===== src/rtl/bus_sequencer.sv =====
// bus_sequencer: micro-op sequencer that swaps two operands through a
// three-register / RAM datapath (x -> R2, y -> R3, then exchange via RAM[0..1]).
// Each micro-op state is held for DIV clocks; outputs are registered so they
// are stable for the whole state.
// Optional build macro: BUS_SEQUENCER_SINGLE_STEP_EN adds a 'step' input and
// advances one micro-op per rising edge of step instead of every DIV clocks.
module bus_sequencer #(
  parameter int unsigned DIV = 4
) (
  input  logic       CLK100MHZ,
  input  logic       BTNC,
  input  logic       start,
`ifdef BUS_SEQUENCER_SINGLE_STEP_EN
  input  logic       step,
`endif
  input  logic [3:0] x,
  input  logic [3:0] y,
  output logic [3:0] din,
  output logic       sel_in,
  output logic [1:0] sel_bus,
  output logic       en1_n,
  output logic       en2_n,
  output logic       en3_n,
  output logic       ram_we,
  output logic [3:0] ram_addr,
  output logic       busy,
  output logic       done,
  output logic [3:0] step_idx
);

  typedef enum logic [3:0] {
    IDLE = 4'd0,
    LDX  = 4'd1,
    X2R2 = 4'd2,
    LDY  = 4'd3,
    Y2R3 = 4'd4,
    R2M0 = 4'd5,
    R3M1 = 4'd6,
    M0R3 = 4'd7,
    M1R2 = 4'd8,
    DONE = 4'd9
  } state_t;

  state_t     state, state_n;
  logic [3:0] xl, xl_n;
  logic [3:0] yl, yl_n;
  logic       adv;

  // Next-cycle output values, decoded from the next state so the registered
  // outputs change on the same edge as the state itself.
  logic [3:0] din_d;
  logic       sel_in_d;
  logic [1:0] sel_bus_d;
  logic       en1_d, en2_d, en3_d;
  logic       ram_we_d;
  logic [3:0] ram_addr_d;
  logic       busy_d, done_d;

`ifdef BUS_SEQUENCER_SINGLE_STEP_EN
  logic step_q;

  // Registered sample of step for rising-edge detection.
  always_ff @(posedge CLK100MHZ) begin
    if (BTNC) step_q <= 1'b0;
    else      step_q <= step;
  end

  assign adv = step & ~step_q;
`else
  localparam int unsigned CW = $clog2(DIV);
  localparam logic [CW-1:0] LAST = CW'(DIV - 1);

  logic [CW-1:0] cnt, cnt_n;

  // Dwell counter register.
  always_ff @(posedge CLK100MHZ) begin
    if (BTNC) cnt <= '0;
    else      cnt <= cnt_n;
  end

  assign adv = (cnt == LAST);
`endif

  // State and operand-latch register.
  always_ff @(posedge CLK100MHZ) begin
    if (BTNC) begin
      state <= IDLE;
      xl    <= '0;
      yl    <= '0;
    end else begin
      state <= state_n;
      xl    <= xl_n;
      yl    <= yl_n;
    end
  end

  // Next-state logic: accept start only when not busy, otherwise step the program.
  always_comb begin
    state_n = state;
    xl_n    = xl;
    yl_n    = yl;
`ifndef BUS_SEQUENCER_SINGLE_STEP_EN
    cnt_n   = cnt;
`endif
    case (state)
      IDLE, DONE: begin
        if (start) begin
          state_n = LDX;
          xl_n    = x;
          yl_n    = y;
`ifndef BUS_SEQUENCER_SINGLE_STEP_EN
          cnt_n   = '0;
`endif
        end
      end
      default: begin
`ifdef BUS_SEQUENCER_SINGLE_STEP_EN
        if (adv) state_n = state_t'(state + 4'd1);
`else
        if (adv) begin
          state_n = state_t'(state + 4'd1);
          cnt_n   = '0;
        end else begin
          cnt_n   = cnt + 1'b1;
        end
`endif
      end
    endcase
  end

  // Output decode of the next state; unlisted outputs take idle values.
  always_comb begin
    din_d      = '0;
    sel_in_d   = 1'b1;
    sel_bus_d  = 2'd0;
    en1_d      = 1'b1;
    en2_d      = 1'b1;
    en3_d      = 1'b1;
    ram_we_d   = 1'b0;
    ram_addr_d = '0;
    busy_d     = (state_n != IDLE) && (state_n != DONE);
    done_d     = (state_n == DONE);
    case (state_n)
      LDX:  begin din_d = xl_n; sel_in_d = 1'b0; en1_d = 1'b0; end
      X2R2: begin sel_bus_d = 2'd0; en2_d = 1'b0; end
      LDY:  begin din_d = yl_n; sel_in_d = 1'b0; en1_d = 1'b0; end
      Y2R3: begin sel_bus_d = 2'd0; en3_d = 1'b0; end
      R2M0: begin sel_bus_d = 2'd1; ram_addr_d = 4'd0; ram_we_d = 1'b1; end
      R3M1: begin sel_bus_d = 2'd2; ram_addr_d = 4'd1; ram_we_d = 1'b1; end
      M0R3: begin sel_bus_d = 2'd3; ram_addr_d = 4'd0; en3_d = 1'b0; end
      M1R2: begin sel_bus_d = 2'd3; ram_addr_d = 4'd1; en2_d = 1'b0; end
      default: ;
    endcase
  end

  // Registered outputs.
  always_ff @(posedge CLK100MHZ) begin
    if (BTNC) begin
      din      <= '0;
      sel_in   <= 1'b1;
      sel_bus  <= 2'd0;
      en1_n    <= 1'b1;
      en2_n    <= 1'b1;
      en3_n    <= 1'b1;
      ram_we   <= 1'b0;
      ram_addr <= '0;
      busy     <= 1'b0;
      done     <= 1'b0;
    end else begin
      din      <= din_d;
      sel_in   <= sel_in_d;
      sel_bus  <= sel_bus_d;
      en1_n    <= en1_d;
      en2_n    <= en2_d;
      en3_n    <= en3_d;
      ram_we   <= ram_we_d;
      ram_addr <= ram_addr_d;
      busy     <= busy_d;
      done     <= done_d;
    end
  end

  assign step_idx = state;

endmodule


===== config.mk =====
export PLATFORM = sky130hd
export DESIGN_NAME = bus_sequencer
export DESIGN_NICKNAME = d
export VERILOG_FILES = /design/src/rtl/bus_sequencer.sv
export SDC_FILE = /design/constraint.sdc
export NUM_CORES = 1
export LEC_CHECK = 0
export CORE_ASPECT_RATIO = 0.75
export CORE_MARGIN = 5
export CORE_UTILIZATION = 48
export CTS_CLUSTER_DIAMETER = 100
export DETAILED_ROUTE_END_ITERATION = 10
export PLACE_DENSITY = 0.78
export SLEW_MARGIN = 20
export SYNTH_ARGS = -nofsm -noshare
export SYNTH_HDL_FRONTEND = slang
export SYNTH_SLANG_ARGS = --single-unit

===== constraint.sdc =====
create_clock -name CLK100MHZ -period 2.66 [get_ports CLK100MHZ]
set_clock_uncertainty 0.1 [all_clocks]
set_input_delay 0.266 -clock CLK100MHZ [delete_from_list [all_inputs] [get_ports CLK100MHZ]]
set_output_delay 0.266 -clock CLK100MHZ [all_outputs]
set_load 0.01 [all_outputs]

==> metrics.cfg, run 1 <==
[outcome]
run_status=completed

[yosys]
synth_cell_type_count=42
synthTopCellsByArea=dfxtp_1, a21oi_1, ha_1, nand3_1, nor2_1
synth_common_cells=dfxtp_1, a21oi_1, nor2_1, nand3_1, o21ai_0
synth.most_common_cell=dfxtp_1
synthArstFlopShare_pct=0
ys_seq_area_share_pct=41.9
avgSynthCellArea_sq_um=8.84
synthFlopType=dfxtp_1
synth-edff-count=0
synth_area_sq_um=1290
yosysTopAreaCell=dfxtp_1
postSynthCellCount=146
yosys_warnings=0
netlist.area_leader.share_pct=41.9
ys_seq_elements=27

[final_layout]
finalNonFillerCells=210
fill_cells=227
nets=190
diodes=0
drive_gt1_share_pct=10.3
syn_to_final_growth_pct=26.1

[hold_path]
hold_depth=2
whs_endpoint=yl[1]
worstHoldStart=yl[1]
hold_path_class=flop to flop

[die]
ios=32
die_y_microns=54.9
start_util_pct=49.6
core_sq_um=2600
dieArea_sq_um=3840
rows=16
die_w_microns=69.9

[setup_path]
worst_setup_path_end_kind=flop
ff2ff_path_depth=7
setup.worst_path.class=flop to flop
cp_max_fo=12
startpoint_type=flop
required_ps=2800
rrSetupSlack_ps=310
arrival_ps=2490
reg2reg_to=ram_addr[0]
r2r_start=step_idx[0]

[timing]
hold_viol=0
slew_headroom_pct=64.8
period_needed_ps=2350
final.setup.tns_ps=0
period_share_pct=88.2
setup_viol_count_final=0
worst_slew_pin_slew_ps=527
fmax_mhz=426
holdWs_ps=401
rsz0062_at_grt=no
final_max_slew_viol_count=0

[pwr]
power_density_nw_per_um2=478
p_leak_uw=0.000630
vdd_ir_drop_max_v=0.000288

[routing]
antenna_left=0
firstDrtPassIters=4
via_per_inst=5.56
drt_iter0_markers=83
wl_per_cell_microns=14.2
wl_microns=2970
drc=0
vias=1168

[global_routing]
grt_pass1_wl_microns=5000
grt.total_usage_pct=16.2
grt_pass1_vias=1102
overflow=0
antenna_found_initial=0
grt_max_degree=17

[clock_network]
ctsHoldBuffers=0
cts_setup_buffers=0
clock_sinks=27
cts_tree=yes
cts_max_level=1
clockBufferDepth=2
clkSlewWorstSetupHoldPaths_ps=150
clk_latency_ps=320
cts-buffers-inserted=3
cts_root_buf=clkbuf_4
cts_resized=0

[placement]
dp.cells=206
gp_congestion=0.884
dp_hpwl_microns=2240
numPortBuffers=28

[job]
cap_violations=0

## routing by layer
| metal | vias up | GRT usage, % | part of all wire [%] |
|---|---|---|---|
| met5 | - | 0 | 0 |
| met4 | 0 | 5.10 | 0.84 |
| met3 | 4 | 4.69 | 8.3 |
| met2 | 54 | 26.2 | 45 |
| met1 | 545 | 21.5 | 46 |
| li1 | 565 | - | - |
## kinds of logic (layout without fill, tap and decap cells)
family | count (synthesis) | in the layout | synth area share (%)
AOI/OAI and AO/OA | 38 | 38 | 18.2
xor gates and xnor gates | 4 | 4 | 2.71
adders and majority gates | 4 | 4 | 3.88
buffers and inverters | 15 | 41 | 6.10
DFF | 27 | 27 | 41.9
muxes | 6 | 6 | 5.33
other | 1 | 3 | 0.290
and+or+nand+nor | 51 | 51 | 21.6
## registers in the layout (all words and copies together) (netlist names)
| name | cells |
|---|---|
| en3_n | 1 |
| yl | 4 |
| step_idx | 4 |
| cnt | 2 |
| din | 4 |
| busy | 1 |
| ram_we | 1 |
| en2_n | 1 |
| en1_n | 1 |
| xl | 4 |
| sel_bus | 2 |
| done | 1 |
| ram_addr | 1 |
## where the power goes
group          switching (uW)  internal [uW]
logic                    90.1           77.3
clock network             122           57.4
registers                6.47            425
## area by class of cell
| type | count | area [sq um] | area share, % |
|---|---|---|---|
| Multi-Input combinational cell | 106 | 679 | 41.7 |
| Sequential cell | 27 | 541 | 33.2 |
| Timing Repair Buffer | 33 | 318 | 19.5 |
| Tap cell | 36 | 45.0 | 2.77 |
| Clock buffer | 3 | 22.5 | 1.38 |
| Inverter | 4 | 15.0 | 0.922 |
| Clock inverter | 1 | 7.51 | 0.461 |
## worst max-delay path: stages (launching register included)
cell,delay [ps]
dfxtp_1,340
buf_4,170
ha_1,240
mux2i_2,330
nand3_1,170
o21a_1,270
or3_4,410
a211oi_2,240
## layout by cell type, fill, tap and decap left out, types with 3 or more instances in the layout
master,Yosys,routed
nor2b_1,4,4
nand2b_1,5,5
inv_1,4,4
dfxtp_1,27,27
ha_1,4,4
mux2i_1,4,4
nand2_1,5,5
clkbuf_4,0,3
o21ai_0,9,9
conb_1,1,3
nor2_1,13,13
a21oi_1,16,16
clkdlybuf4s50_1,0,28
buf_4,4,5
nand3_1,10,10
## metrics by stage
stage	power (uW)	worst slack, ps	instance area, sq um	utilization [%]
global placement	600	414	1600	61.4
detailed placement	608	354	1600	61.4
finish	778	314	1630	62.5
CTS	783	326	1630	62.5
global route	823	158	1630	62.5
floorplan	548	179	1300	-
## worst max-delay path by stage
| stage | cells past startpoint | slack (ps) | endpoint | startpoint |
|---|---|---|---|---|
| 2_1_floorplan | 8 | 180 | en2_n | step_idx[0] |
| 3_3_place_gp | 6 | 410 | en2_n | start |
| 3_5_place_dp | 6 | 350 | en1_n | step_idx[0] |
| 4_1_cts | 6 | 330 | en1_n | step_idx[0] |
| 5_1_grt | 8 | 160 | en2_n | step_idx[0] |
| 6_report | 7 | 310 | ram_addr[0] | step_idx[0] |
Power figures use the tool's default switching activity.
==> run 2, diff against run 1 <==
- ABC_AREA: not set -> 1
==> run 2 against run 1 <==
  * Combinational power shrank 8%
  * Die area grew 0.49%
  * Wire length shrank 13%
  * Synthesized cell count grew 8.9%
  * Via count shrank 11%
  * Critical path depth grew 4
  * Clock-buffer cell count grew 1
  * Final area grew 0.23%
  * Hold slack lost 7.6 ps
  * Critical endpoint is now en3_n
  * Largest cell class unchanged
==> metrics.cfg, run 2 <==
[outcome]
run_status=completed

[clock_network]
ctsHoldBuffers=0
clkSlewWorstSetupHoldPaths_ps=140
cts_tree=yes
clk_latency_ps=330
cts_resized=0
cts_root_buf=clkbuf_4
clockBufferDepth=2
clock_sinks=27
cts_max_level=1
cts_setup_buffers=0
cts-buffers-inserted=3

[setup_path]
reg2reg_to=en3_n
crit_end=en3_n
rrSetupSlack_ps=860
arrival_ps=1910
crit_path_cell_trace=inv_1 -> ha_1 -> nand2_1 -> nand2_1 -> nand3_1 -> nand2_4 -> inv_4 -> nand2_4 -> inv_1 -> nor2_2 -> nand3_1
worst_path_max_delay_cell=dfxtp_1
required_ps=2780
r2r_start=step_idx[1]
ff2ff_path_depth=11
startpoint_type=flop
setup.worst_path.class=flop to flop
cp_max_fo=5
worst_path_largest_cell_delay_ps=450
cp-startpoint=step_idx[1]
worst_setup_path_end_kind=flop

[timing]
final_max_slew_viol_count=0
holdWs_ps=393
period_share_pct=67.5
period_needed_ps=1800
setup_viol_count_final=0
layout_setup_ws_ps=865
hold_viol=0
fmax_mhz=557
rsz0062_at_grt=no
final.setup.tns_ps=0

[hold_path]
hold_path_class=flop to flop

[final_layout]
final_common_cell=nand2_1
layout_common_cells=nand2_1, clkdlybuf4s50_1, dfxtp_1
syn_to_final_growth_pct=25.6
nets=205
drive_gt1_share_pct=18.0
stdcell_area_sq_um=1630
diodes=0

[routing]
drt_iter0_markers=71
antenna_left=0
wl_per_cell_microns=11.5
wl_microns=2590
via_per_inst=4.60
vias=1036
drc=0
firstDrtPassIters=4

[pwr]
intPower_uw=552
p_leak_uw=0.000702
clkPwrFrac_pct=22.8
combPwrFrac_pct=20.0
power_density_nw_per_um2=467
power.switching_uw=210
p_seq_share_pct=57.1
swShare_pct=27.6
vdd_ir_drop_max_v=0.000230

[yosys]
yosys_warnings=0
yosysTopAreaCell=dfxtp_1
synth_area_sq_um=1300
ys_seq_elements=27
avgSynthCellArea_sq_um=8.17
ys_seq_area_share_pct=41.6
synth_common_cells=nand2_1, dfxtp_1, nor2_1, inv_1, nand3_1
synthFlopType=dfxtp_1
synthArstFlopShare_pct=0
synth-edff-count=0
postSynthCellCount=159
synthTopCellsByArea=dfxtp_1, nand2_1, nor2_1, nand2_4, ha_1
synth_cell_type_count=26
synth.most_common_cell=nand2_1
netlist.area_leader.share_pct=41.6

[placement]
numPortBuffers=28
dp_hpwl_microns=2060
gp_congestion=0.819
place_area_sq_um=1610
preCtsSetupSlack_ps=855

[die]
die_w_microns=70.1
die_y_microns=55.0
dieArea_sq_um=3860
ios=32
rows=16
start_util_pct=49.9
core_sq_um=2600

[job]
cap_violations=0

[global_routing]
antenna_found_initial=0
grt.total_usage_pct=14.4
grt_pass1_wl_microns=4240
grt_pass1_vias=947
grt_max_degree=15
overflow=0

-- run 2: changes by cell type after synthesis, moves of 4 or more --
cell and delta:
nand2_2 +6, nand2_4 +6, nor2_1 +8, mux2i_1 -4, clkbuf_1 -4, nor2_4 +4
nand3_2 +5, nor2b_1 -4, nand2b_1 -5, inv_1 +8, a21oi_1 -9, nand2_1 +27
-- run 2: worst min-delay path by stage --
stage | cells after the start | slack, ps | startpoint | endpoint
2_1_floorplan | 1 | 240 | BTNC | yl[2]
3_3_place_gp | 2 | 360 | yl[0] | yl[0]
3_5_place_dp | 2 | 370 | yl[1] | yl[1]
4_1_cts | 3 | 390 | y[1] | yl[1]
5_1_grt | 3 | 380 | y[1] | yl[1]
6_report | 2 | 390 | yl[1] | yl[1]
-- run 2: metal layers --
metal  vias to the layer above  GRT usage (%)  wire, microns  part of all wire [%]
li1                        554              -              -                     -
met2                        26           24.9           1180                    46
met5                         -              0              0                     0
met1                       453           17.4           1240                    48
met4                         0           4.78             25                  0.96
met3                         3           4.51            143                   5.5
-- run 2: final cells by class --
class                      count  area, sq um
fill                         228          971
multi-input combinational    114          671
sequential                    27          541
timing repair buffer          29          288
inverter                      15         61.3
tap                           36         45.0
clock buffer                   4         26.3
-- run 2: cells by family after synthesis --
family          share of synthesized area, %
simple gates                            40.2
flops                                   41.6
buf+inv                                 7.32
compound gates                          6.07
fa+ha+maj                               3.85
xor+xnor                               0.674
other cells                            0.289
-- run 2: stage by stage --
step	power, uW	cells	utilization, %
2_1_floorplan	544	161	-
3_3_place_gp	592	221	61.7
3_5_place_dp	597	221	61.7
4_1_cts	770	225	62.7
5_1_grt	802	225	62.7
6_report	762	225	62.7
-- run 2: critical path: cells and delay by family (launching register included) --
kind | cells | cell delay (ps)
fa+ha+maj | 1 | 280
flops | 1 | 450
buf+inv | 3 | 220
simple gates | 7 | 630
-- run 2: power by group through the flow --
stage / Sequential [uW] / Combinational, uW / Clock, uW
CTS: 436 / 153 / 181
detailed placement: 444 / 153 / 0
global route: 438 / 168 / 197
finish: 435 / 153 / 174
floorplan: 448 / 96.5 / 0
global placement: 443 / 149 / 0
==> run 3, diff against run 2 <==
- CORE_UTILIZATION: 48 -> 43
- PLACE_DENSITY: 0.78 -> 0.74
- clock period: 2.66 -> 1.63 ns (I/O delays scaled with it)
==> run 3 against run 2 <==
  * Hold slack got worse by 21 ps
  * Setup slack got worse by 860 ps
  * Non-clock buffer count is 12 higher
  * Critical path type unchanged
==> metrics.cfg, run 3 (synthesis gave the netlist of run 2 again) <==
[pwr]
p_leak_uw=0.000794
power_density_nw_per_um2=714
finalPower_uw=1380
vdd_ir_drop_max_v=0.000505

[placement]
place_area_sq_um=1640
gp_congestion=0.935
preCtsSetupSlack_ps=-37.2
dp_hpwl_microns=2070
numPortBuffers=28

[outcome]
run_status=completed

[setup_path]
r2r_start=step_idx[0]
cpMostUsedCell=nand2_8
worst_setup_path_end_kind=flop
worst_path_largest_cell_delay_ps=390
rrSetupSlack_ps=2
startpoint_type=flop
required_ps=1690
worst_path_max_delay_cell=dfxtp_4
crit_path_cell_trace=inv_4 -> ha_4 -> nand2_2 -> nand2_8 -> nand2_4 -> nand2_8 -> buf_4 -> nor3_1 -> nor2_1
critPathBufInv=2
reg2reg_to=busy
arrival_ps=1690
cp_max_fo=5
ff2ff_path_depth=9
cp-startpoint=step_idx[0]
path_delay_family=simple AND/OR/NAND/NOR gates
setup.worst_path.class=flop to flop

[final_layout]
layout_common_cells=clkdlybuf4s50_1, nand2_1, dfxtp_1
regArea_sq_um=553
drive_gt1_share_pct=36.3
stdcell_area_sq_um=1930
fill_cells=198
final_common_cell=clkdlybuf4s50_1
syn_to_final_growth_pct=48.9
nets=217
multi_input_area_sq_um=833
diodes=0

[global_routing]
grt.total_usage_pct=14.4
grt_pass1_vias=1059
grt_pass1_wl_microns=4790
grt_max_degree=15
antenna_found_initial=0
overflow=0

[clock_network]
cts-buffers-inserted=3
clk_latency_ps=260
clockBufferDepth=2
cts_max_level=1
cts_tree=yes
clkSlewWorstSetupHoldPaths_ps=80
ctsHoldBuffers=0
cts_root_buf=clkbuf_8
clock_sinks=27

[timing]
final_max_slew_viol_count=0
layout_setup_ws_ps=2.01
setup_viol_count_final=0
period_share_pct=99.9
fmax_mhz=614
final.setup.tns_ps=0
period_needed_ps=1630
rsz0062_at_grt=yes
hold_viol=0
holdWs_ps=372

[routing]
drt_iter0_markers=94
drc=0
via_per_inst=4.83
wl_per_cell_microns=13.3
vias=1154
route.met2.wl_microns=1540
wl_met3_microns=155
firstDrtPassIters=4
wl_microns=3190
top_layer=met4
drt-met1-wl_microns=1460
antenna_left=0

[hold_path]
whs_endpoint=yl[1]
hold_depth=3
hold_path_class=input port to flop
worstHoldStart=y[1]

[die]
core_sq_um=2910
rows=17
die_y_microns=57.6
start_util_pct=44.6
dieArea_sq_um=4230
ios=32
die_w_microns=73.5

[job]
cap_violations=0

[run 3: cell types whose count changed in the layout (fill, tap and decap cells not counted), moves of 4 or more]
cell and delta:
ha_1 -4, nand3_4 +5, nand2_1 -5, dfxtp_2 +4, buf_4 +11, dfxtp_1 -6
inv_1 -5
[run 3: final cells by class]
class                      count  area share, %
clock buffer                   4           2.33
inverter                      15           3.82
multi-input combinational    114           43.1
sequential                    27           28.6
tap                           38           2.46
timing repair buffer          41           19.7
[run 3: what timing repair did]
action	in CTS	in global routing
endpoints found under the setup margin	11	18
buffers inserted	4	4
pin swaps	5	22
gates resized for setup	7	43
[run 3: worst reg2reg max path, delay by kind of cell, from the launching register on]
kind	cells	cell delay [ps]
simple gates	6	670
flops	1	390
buf+inv	2	200
fa+ha+maj	1	160
[run 3: how the worst max path moves through the flow]
stage / endpoint / slack (ps) / depth (start not counted)
2_1_floorplan: en3_n / 50 / 11
3_3_place_gp: en2_n / 10 / 9
3_5_place_dp: en2_n / -40 / 8
4_1_cts: en2_n / -2 / 11
5_1_grt: sel_bus[1] / -90 / 10
6_report: busy / 2 / 9
[run 3: metal layers]
metal | vias up | track usage, %
met5 | - | 0
met3 | 4 | 4.05
li1 | 581 | -
met2 | 25 | 23.0
met1 | 544 | 19.4
met4 | 0 | 3.10
[run 3: stage by stage]
stage	util [%]	std cells
global route	66.4	239
finish	66.4	239
detailed placement	56.3	227
CTS	59.8	235
floorplan	-	161
global placement	56.3	227
[run 3: report_power, final]
part / internal [uW] / switching [uW] / leakage [uW]
clock network: 175 / 188 / 0.0000228
logic: 137 / 168 / 0.000547
registers: 696 / 17.3 / 0.000224
